==> src/rtl/switch_pkg.sv <==
// Shared switch definitions: default word width, word type and output port count.
package switch_pkg;

  localparam int unsigned DATA_WIDTH = 64;
  localparam int unsigned OUTPUT_QTY = 4;

  typedef logic [DATA_WIDTH-1:0] data_t;

endpackage : switch_pkg

==> src/rtl/sync_fifo_core.sv <==
// Synchronous circular-buffer FIFO: storage, wrapping pointers and an
// explicit occupancy register.
// Ports:
//   clk, reset          clock, asynchronous active-high reset
//   push_i / wdata_i    write a word at the write pointer
//   pop_i               retire the head word
//   rdata_o             word at the read pointer (raw, not zeroed)
//   occ_o               current stored word count
//   occ_next_o          word count after the coming edge
//   full_o / empty_o    occupancy at DEPTH / at zero
// The caller must not push while full unless it also pops.
module sync_fifo_core #(
  parameter int unsigned DATA_WIDTH = 64,
  parameter int unsigned DEPTH      = 16,
  parameter int unsigned OCC_WIDTH  = $clog2(DEPTH) + 1
) (
  input  logic                  clk,
  input  logic                  reset,
  input  logic                  push_i,
  input  logic                  pop_i,
  input  logic [DATA_WIDTH-1:0] wdata_i,
  output logic [DATA_WIDTH-1:0] rdata_o,
  output logic [OCC_WIDTH-1:0]  occ_o,
  output logic [OCC_WIDTH-1:0]  occ_next_o,
  output logic                  full_o,
  output logic                  empty_o
);

  localparam int unsigned PTR_WIDTH = $clog2(DEPTH);

  logic [DATA_WIDTH-1:0] mem_q [DEPTH];
  logic [PTR_WIDTH-1:0]  wr_ptr_q, wr_ptr_d;
  logic [PTR_WIDTH-1:0]  rd_ptr_q, rd_ptr_d;
  logic [OCC_WIDTH-1:0]  occ_q, occ_d;

  // Pointers wrap naturally because DEPTH is a power of two.
  always_comb begin
    wr_ptr_d = wr_ptr_q + PTR_WIDTH'(push_i);
    rd_ptr_d = rd_ptr_q + PTR_WIDTH'(pop_i);
    occ_d    = occ_q + OCC_WIDTH'(push_i) - OCC_WIDTH'(pop_i);
  end

  // Pointer and occupancy state.
  always_ff @(posedge clk or posedge reset) begin
    if (reset) begin
      wr_ptr_q <= '0;
      rd_ptr_q <= '0;
      occ_q    <= '0;
    end else begin
      wr_ptr_q <= wr_ptr_d;
      rd_ptr_q <= rd_ptr_d;
      occ_q    <= occ_d;
    end
  end

  // Storage array; contents need no reset since reads are gated by occupancy.
  always_ff @(posedge clk) begin
    if (push_i) begin
      mem_q[wr_ptr_q] <= wdata_i;
    end
  end

  assign rdata_o    = mem_q[rd_ptr_q];
  assign occ_o      = occ_q;
  assign occ_next_o = occ_d;
  assign full_o     = (occ_q == OCC_WIDTH'(DEPTH));
  assign empty_o    = (occ_q == '0);

endmodule : sync_fifo_core

==> src/rtl/switch_egress_buffer.sv <==
// Per-port egress buffer behind the switch: absorbs words with no
// backpressure, presents them first-word-fall-through over valid/ready,
// drops and counts words arriving while full, and tracks occupancy stats.
// Ports:
//   clk, reset               clock, asynchronous active-high reset
//   in_valid, in_data        word from the switch output
//   out_valid, out_ready     downstream handshake
//   out_data                 head word, zero when nothing is stored
//   occupancy, almost_full   current fill level and threshold flag
//   drop_count, high_water   saturating drop count, peak occupancy
//   clear_stats              synchronous clear of drop_count / high_water
module switch_egress_buffer #(
  parameter int unsigned DATA_WIDTH  = switch_pkg::DATA_WIDTH,
  parameter int unsigned DEPTH       = 16,
  parameter int unsigned AFULL_LEVEL = DEPTH - 2,
  parameter int unsigned CNT_WIDTH   = 16,
  parameter int unsigned OCC_WIDTH   = $clog2(DEPTH) + 1
) (
  input  logic                  clk,
  input  logic                  reset,
  input  logic                  in_valid,
  input  logic [DATA_WIDTH-1:0] in_data,
  output logic                  out_valid,
  input  logic                  out_ready,
  output logic [DATA_WIDTH-1:0] out_data,
  output logic [OCC_WIDTH-1:0]  occupancy,
  output logic                  almost_full,
  output logic [CNT_WIDTH-1:0]  drop_count,
  output logic [OCC_WIDTH-1:0]  high_water,
  input  logic                  clear_stats
);

  logic                  push, pop, drop;
  logic                  full, empty;
  logic [DATA_WIDTH-1:0] head_data;
  logic [OCC_WIDTH-1:0]  occ_next;

  logic [CNT_WIDTH-1:0]  drop_count_q, drop_count_d;
  logic [OCC_WIDTH-1:0]  high_water_q, high_water_d;
  logic                  almost_full_q, almost_full_d;

  // When full, a same-cycle pop frees the slot the push will use.
  assign pop  = out_valid && out_ready;
  assign push = in_valid && (!full || pop);
  assign drop = in_valid && full && !pop;

  sync_fifo_core #(
    .DATA_WIDTH (DATA_WIDTH),
    .DEPTH      (DEPTH),
    .OCC_WIDTH  (OCC_WIDTH)
  ) u_fifo (
    .clk        (clk),
    .reset      (reset),
    .push_i     (push),
    .pop_i      (pop),
    .wdata_i    (in_data),
    .rdata_o    (head_data),
    .occ_o      (occupancy),
    .occ_next_o (occ_next),
    .full_o     (full),
    .empty_o    (empty)
  );

  // Statistics next-state; clear wins over a coincident drop or peak update.
  always_comb begin
    drop_count_d  = drop_count_q;
    high_water_d  = high_water_q;
    almost_full_d = (occ_next >= OCC_WIDTH'(AFULL_LEVEL));
    if (clear_stats) begin
      drop_count_d = '0;
      high_water_d = occ_next;
    end else begin
      if (drop && (drop_count_q != '1)) begin
        drop_count_d = drop_count_q + CNT_WIDTH'(1);
      end
      if (occ_next > high_water_q) begin
        high_water_d = occ_next;
      end
    end
  end

  // Statistics registers.
  always_ff @(posedge clk or posedge reset) begin
    if (reset) begin
      drop_count_q  <= '0;
      high_water_q  <= '0;
      almost_full_q <= 1'b0;
    end else begin
      drop_count_q  <= drop_count_d;
      high_water_q  <= high_water_d;
      almost_full_q <= almost_full_d;
    end
  end

  // out_valid derives only from the occupancy register, never from out_ready.
  assign out_valid   = !empty;
  assign out_data    = out_valid ? head_data : '0;
  assign almost_full = almost_full_q;
  assign drop_count  = drop_count_q;
  assign high_water  = high_water_q;

endmodule : switch_egress_buffer
==> config.mk <==
export PLATFORM = sky130hd
export DESIGN_NAME = switch_egress_buffer
export DESIGN_NICKNAME = d
export VERILOG_FILES = /design/src/rtl/switch_pkg.sv /design/src/rtl/sync_fifo_core.sv /design/src/rtl/switch_egress_buffer.sv
export SDC_FILE = /design/constraint.sdc
export NUM_CORES = 1
export LEC_CHECK = 0
export BUFFER_PORTS_ARGS = -buffer_cell sky130_fd_sc_hd__buf_2
export CORE_MARGIN = 2
export CORE_UTILIZATION = 30
export CTS_CLUSTER_DIAMETER = 50
export DETAILED_ROUTE_END_ITERATION = 16
export PLACE_DENSITY = 0.46
export SYNTH_ARGS = -nofsm -noshare
export SYNTH_HDL_FRONTEND = slang
export SYNTH_SLANG_ARGS = --single-unit
==> constraint.sdc <==
create_clock -name clk -period 17.9 [get_ports clk]
set_input_delay 3.58 -clock clk [delete_from_list [all_inputs] [get_ports clk]]
set_output_delay 3.58 -clock clk [all_outputs]
set_load 0.005 [all_outputs]
Word level (Yosys, flattened, before mapping):

Memory sizes are Yosys's and may differ from the RTL's.
Cells that the tools add are included.

* bits in registers: 35
* latch bits: 0
* RAM bits: 1024
* bits in read-only memories: 0
* bits of input ports: 69
* output and inout port bits: 92
* logic and storage cells: 35
* memories kept: 1

Memory list
* u_fifo.mem_q: depth 16, bits a word 64, rd ports 1, clocked after Yosys merged registers in 0, wr ports 1, RTL line sync_fifo_core.sv:31 `logic [DATA_WIDTH-1:0] mem_q [DEPTH];`

* $add $sub $neg: 5
* multipliers: 0
* divide/modulo/power cells: 0
* order comparisons: 2
* eq/ne operators: 2
* shifts and indexed selects: 0
* multiplexer cells: 7
* bitwise gates (word level): 0
* reduce and logical (&&, ||, !) cells: 12

Operator list (count)
* $mux 64: 1
* $mux 16: 2
* $add 16x1->16 const B: 1
* $ne 16x16->1 const B: 1
* $mux 5: 2
* $add 4x1->4: 2
* $add 5x1->5: 1
* $eq 5x5->1 const B: 1
* $ge 5x4->1 const B: 1
* $gt 5x5->1: 1
* $logic_and 1x1->1: 5
* $logic_not 5->1: 1
* $sub 5x1->5: 1
* $reduce_bool 2->1: 2
* $logic_not 1->1: 3
* $mux 1: 2
* $logic_or 1x1->1: 1

Logic depth before layout (Yosys ltp):

* word-level depth: 10
* gate-level depth with buffers: 17
* gate-level depth less buffers: 16

Cells and area by module:

A second synthesis with hierarchy kept.

* cell total of the unflattened synthesis: 2143
* area total of the unflattened synthesis: 41677.5 µm²

Modules (own cells, without submodules)
* sync_fifo_core: times used 1, cells an instance 1908, area each 39769.4 µm²
* switch_egress_buffer: times used 1, cells an instance 235, area each 1908.1 µm²

Worst setup path after synthesis:

OpenSTA, ideal clock, no wires.

* path type: input port to flip-flop
* from: input out_ready
* to: memory u_fifo.mem_q[0][0], enable pin
* setup time: 0.666 ns
* data arrival time: 10.411 ns
* required time: 17.234 ns
* setup slack: 6.822 ns
* cell stages on the path: 4
* path buffers: 0
* cells stage by stage: nor2b_2 > nand2_1 > nand2_1 > nor4b_1

* word-level cells in the longest chain between the ends: 5

RTL lines
* start: declaration: RTL line switch_egress_buffer.sv:24 `input logic out_ready,`
* $logic_and 1x1->1: RTL line switch_egress_buffer.sv:43 `assign pop = out_valid && out_ready;`
* $logic_or 1x1->1: RTL line switch_egress_buffer.sv:44 `assign push = in_valid && (!full || pop);`
* $logic_and 1x1->1: RTL line switch_egress_buffer.sv:44
* $mux 1: RTL line sync_fifo_core.sv:58 `if (push_i) begin`
* $mux 1 (not written as such): RTL line sync_fifo_core.sv:59 `mem_q[wr_ptr_q] <= wdata_i;`
* end: declaration: RTL line sync_fifo_core.sv:31

Every way passes these cells.

Worst setup path in the final report:

* from: register u_fifo.rd_ptr_q[0]
* to: output out_data[60]

* word-level cells in the longest chain between the ends: 2

RTL lines
* start: declaration: RTL line sync_fifo_core.sv:33 `logic [PTR_WIDTH-1:0] rd_ptr_q, rd_ptr_d;`
* start signal: assignment: RTL line sync_fifo_core.sv:51 `rd_ptr_q <= rd_ptr_d;`
* $mem_v2 16x64
* $mux 64: RTL line switch_egress_buffer.sv:97 `assign out_data = out_valid ? head_data : '0;`
* end: declaration: RTL line switch_egress_buffer.sv:25 `output logic [DATA_WIDTH-1:0] out_data,`

Every way passes these cells.

==> flow_summary.yaml <==
status:
  outcome: "finished clean"
routing:
  ant_nets: 0
  drtIter0Drc: 1558
  avgRoutedWirePerCell_um: 26.30
  vias: 19248
  via_per_inst: 4.933
  drcViolationCount: 0
  drt_pre_antenna_iters: 7
  wl_um: 102600
synthesis:
  synth_edf_count: 1024
  netlist_top_cells_area: "edfxtp_1 75%, mux4_2 14%, mux2i_1 3.2%"
  netlist.area_leader.share_pct: 75.24
  yosysUniqueCellTypes: 52
  yosys_warnings: 0
  yosysTopAreaCell: "edfxtp_1"
  avgSynthCellArea_sq_um: 23.09
  synth.most_common_cell: "edfxtp_1"
  seq_area_frac_synth_pct: 77.38
  syn_inst: 1770
  synth-async-reset-ratio_pct: 3.305
  ys_seq_elements: 1059
  syn_area_sq_mm: 0.04087
  ys_top_cells_by_count: "1024 x edfxtp_1, 256 x mux4_2, 129 x mux2i_1, 64 x o22ai_1, 45 x buf_2"
  synth_ff_type: "edfxtp_1"
  syn_nets: 1855
die:
  io_pins: 161
  die_h_um: 373.1
  start_util_pct: 30.21
  design.die.area_sq_mm: 0.1392
  row_count: 135
  die_w_um: 373.1
  coreArea_sq_mm: 0.1353
global_route:
  track_usage_pct: 14.84
  grt_pass1_vias: 20802
  grt_max_degree: 159
  grt_overflow_total: 0
  grt_pass1_wl_um: 147700
  antenna_found_initial: 16
hold_path:
  hp-class: "register to register"
  hold_start: "u_fifo.rd_ptr_q[3]"
  min_to: "u_fifo.rd_ptr_q[3]"
  hold_depth: 1
setup_path:
  r2r-end: "high_water[2]"
  startpoint_type: "register"
  cp-end-kind: "primary output"
  ff2ff_setup_slack_ns: 13.16
  path_cells: "buf_4 > buf_4 > mux4_2 > mux2i_1 > o22ai_1 > buf_2"
  critPathSlowestCell: "dfrtp_4"
  worst_r2r_path_depth: 16
  cp_common_cell: "buf_4"
  crit_arrival_ns: 4.92
  critPathKind: "register to primary output"
  critPathMaxFanout: 46
  required_ns: 14.32
  reg2reg_from: "u_fifo.occ_o[3]"
  crit_path_max_incr_delay_ns: 1.04
cts:
  post_cts_buffers: 0
  numCtsBuffers: 132
  cts_root_buf: "clkbuf_16"
  cts_resized: 0
  clkLatencyLatePin_ns: 0.75
  cts_num_sinks: 1059
  ctsHoldBuffers: 0
  clk_path_buf_depth: 3
  cts_tree: "built"
  path_clk_slew_ns: 0.05
  htree_levels: 4
final_layout:
  nets: 2099
  area_delta_synth_final_pct: 17.94
  fin_util_pct: 35.62
  fin_cells: 3902
  stdcell_area_sq_mm: 0.04820
  drive_gt1_share_pct: 32.89
timing:
  final-setup-viol-count: 0
  final.min_clock_period_ns: 8.498
  fin_worst_skew_ns: 0.02686
  holdWs_ns: 0.5401
  hold_violations: 0
  fin_ws_ns: 9.402
  setup-tns-final_ns: 0
  worst_slew_pin_slew_ns: 1.298
  slew_headroom_pct: 12.70
  max_freq_mhz: 117.7
  drv_slew: 0
  rsz0062_at_grt: "no"
  finalCritPeriodShare_pct: 47.47
placement:
  hpwl_um: 50940
  place_ws_ns: 9.918
  gp_congestion: 0.7287
  dpl_cell_area_sq_mm: 0.04376
  placed_cells_incl_taps: 3661
  port_buffers: 160
power_and_ir_drop:
  leakage_nw: 15.62
  power_mw: 8.010
  power_density_mw_per_mm2: 166.2
  vdd_drop_max_mv: 0.1052
flow_run:
  maxCapViolCount: 0
## how the worst max path moves through the flow
stage,from,end,cells past startpoint,slack [ns]
floorplan,out_ready,u_fifo.mem_q[0][0],4,6.82
global placement,u_fifo.rd_ptr_q[0],out_data[60],6,9.90
detailed placement,u_fifo.rd_ptr_q[0],out_data[60],6,9.92
CTS,u_fifo.rd_ptr_q[0],out_data[60],6,9.06
global route,u_fifo.rd_ptr_q[0],out_data[60],6,8.81
finish,u_fifo.rd_ptr_q[0],out_data[60],6,9.40
## layer usage
layer,share of wire [%],GRT usage (%)
met3,5.1,3.332
met5,0.11,0
met2,48,23.87
met4,2.2,4.487
met1,44,20.06
## power by group
part	total [mW]	internal (mW)	switching, mW
clock	2.68	1.64	1.04
combinational	2.19	0.979	1.21
sequential	3.14	2.99	0.147
total	8.01	5.61	2.40
## logic make-up (layout without fill, tap and decap cells)
logic type | after synthesis | after routing | synth area share [%]
flops | 1059 | 1059 | 77.38
mux | 393 | 393 | 17.49
buf+inv | 110 | 459 | 1.650
compound gates | 98 | 98 | 1.503
simple gates | 85 | 85 | 1.277
fa+ha+maj | 16 | 16 | 0.5082
xor+xnor | 9 | 9 | 0.1929
other cells | 0 | 2 | 0
## final cells by class
| type | instances | area (sq um) |
|---|---|---|
| fill | 12353 | 87100 |
| sequential | 1059 | 31640 |
| multi-input combinational | 601 | 8690 |
| clock buffer | 155 | 3453 |
| tap | 1781 | 2228 |
| timing repair buffer | 204 | 1144 |
| clock inverter | 84 | 983.4 |
| inverter | 16 | 60.06 |
| antenna | 2 | 5.005 |
## sequential cells by signal, indices dropped and copies added (netlist names)
register and cells:
u_fifo.mem_q 1024, drop_count 16, high_water 5, u_fifo.occ_o 5, u_fifo.rd_ptr_q 4, u_fifo.wr_ptr_q 4
almost_full 1
## worst max-delay path, delay by kind of cell, from the launching register on
family / cells / cell delay, ns
AOI/OAI and AO/OA: 1 / 0.22
buffers and inverters: 3 / 2.02
muxes: 2 / 0.77
DFF: 1 / 1.04
## layout by cell type, fill, tap and decap left out, types with 15 or more instances in the layout
| cell | instances |
|---|---|
| o22ai_1 | 64 |
| edfxtp_1 | 1024 |
| inv_1 | 16 |
| clkinv_1 | 17 |
| clkbuf_16 | 135 |
| ha_1 | 15 |
| buf_4 | 43 |
| mux2i_1 | 129 |
| mux4_2 | 256 |
| clkbuf_1 | 20 |
| bufinv_16 | 17 |
| dfrtp_1 | 32 |
| buf_2 | 160 |
No activity file was read; power rests on OpenSTA's default activity.
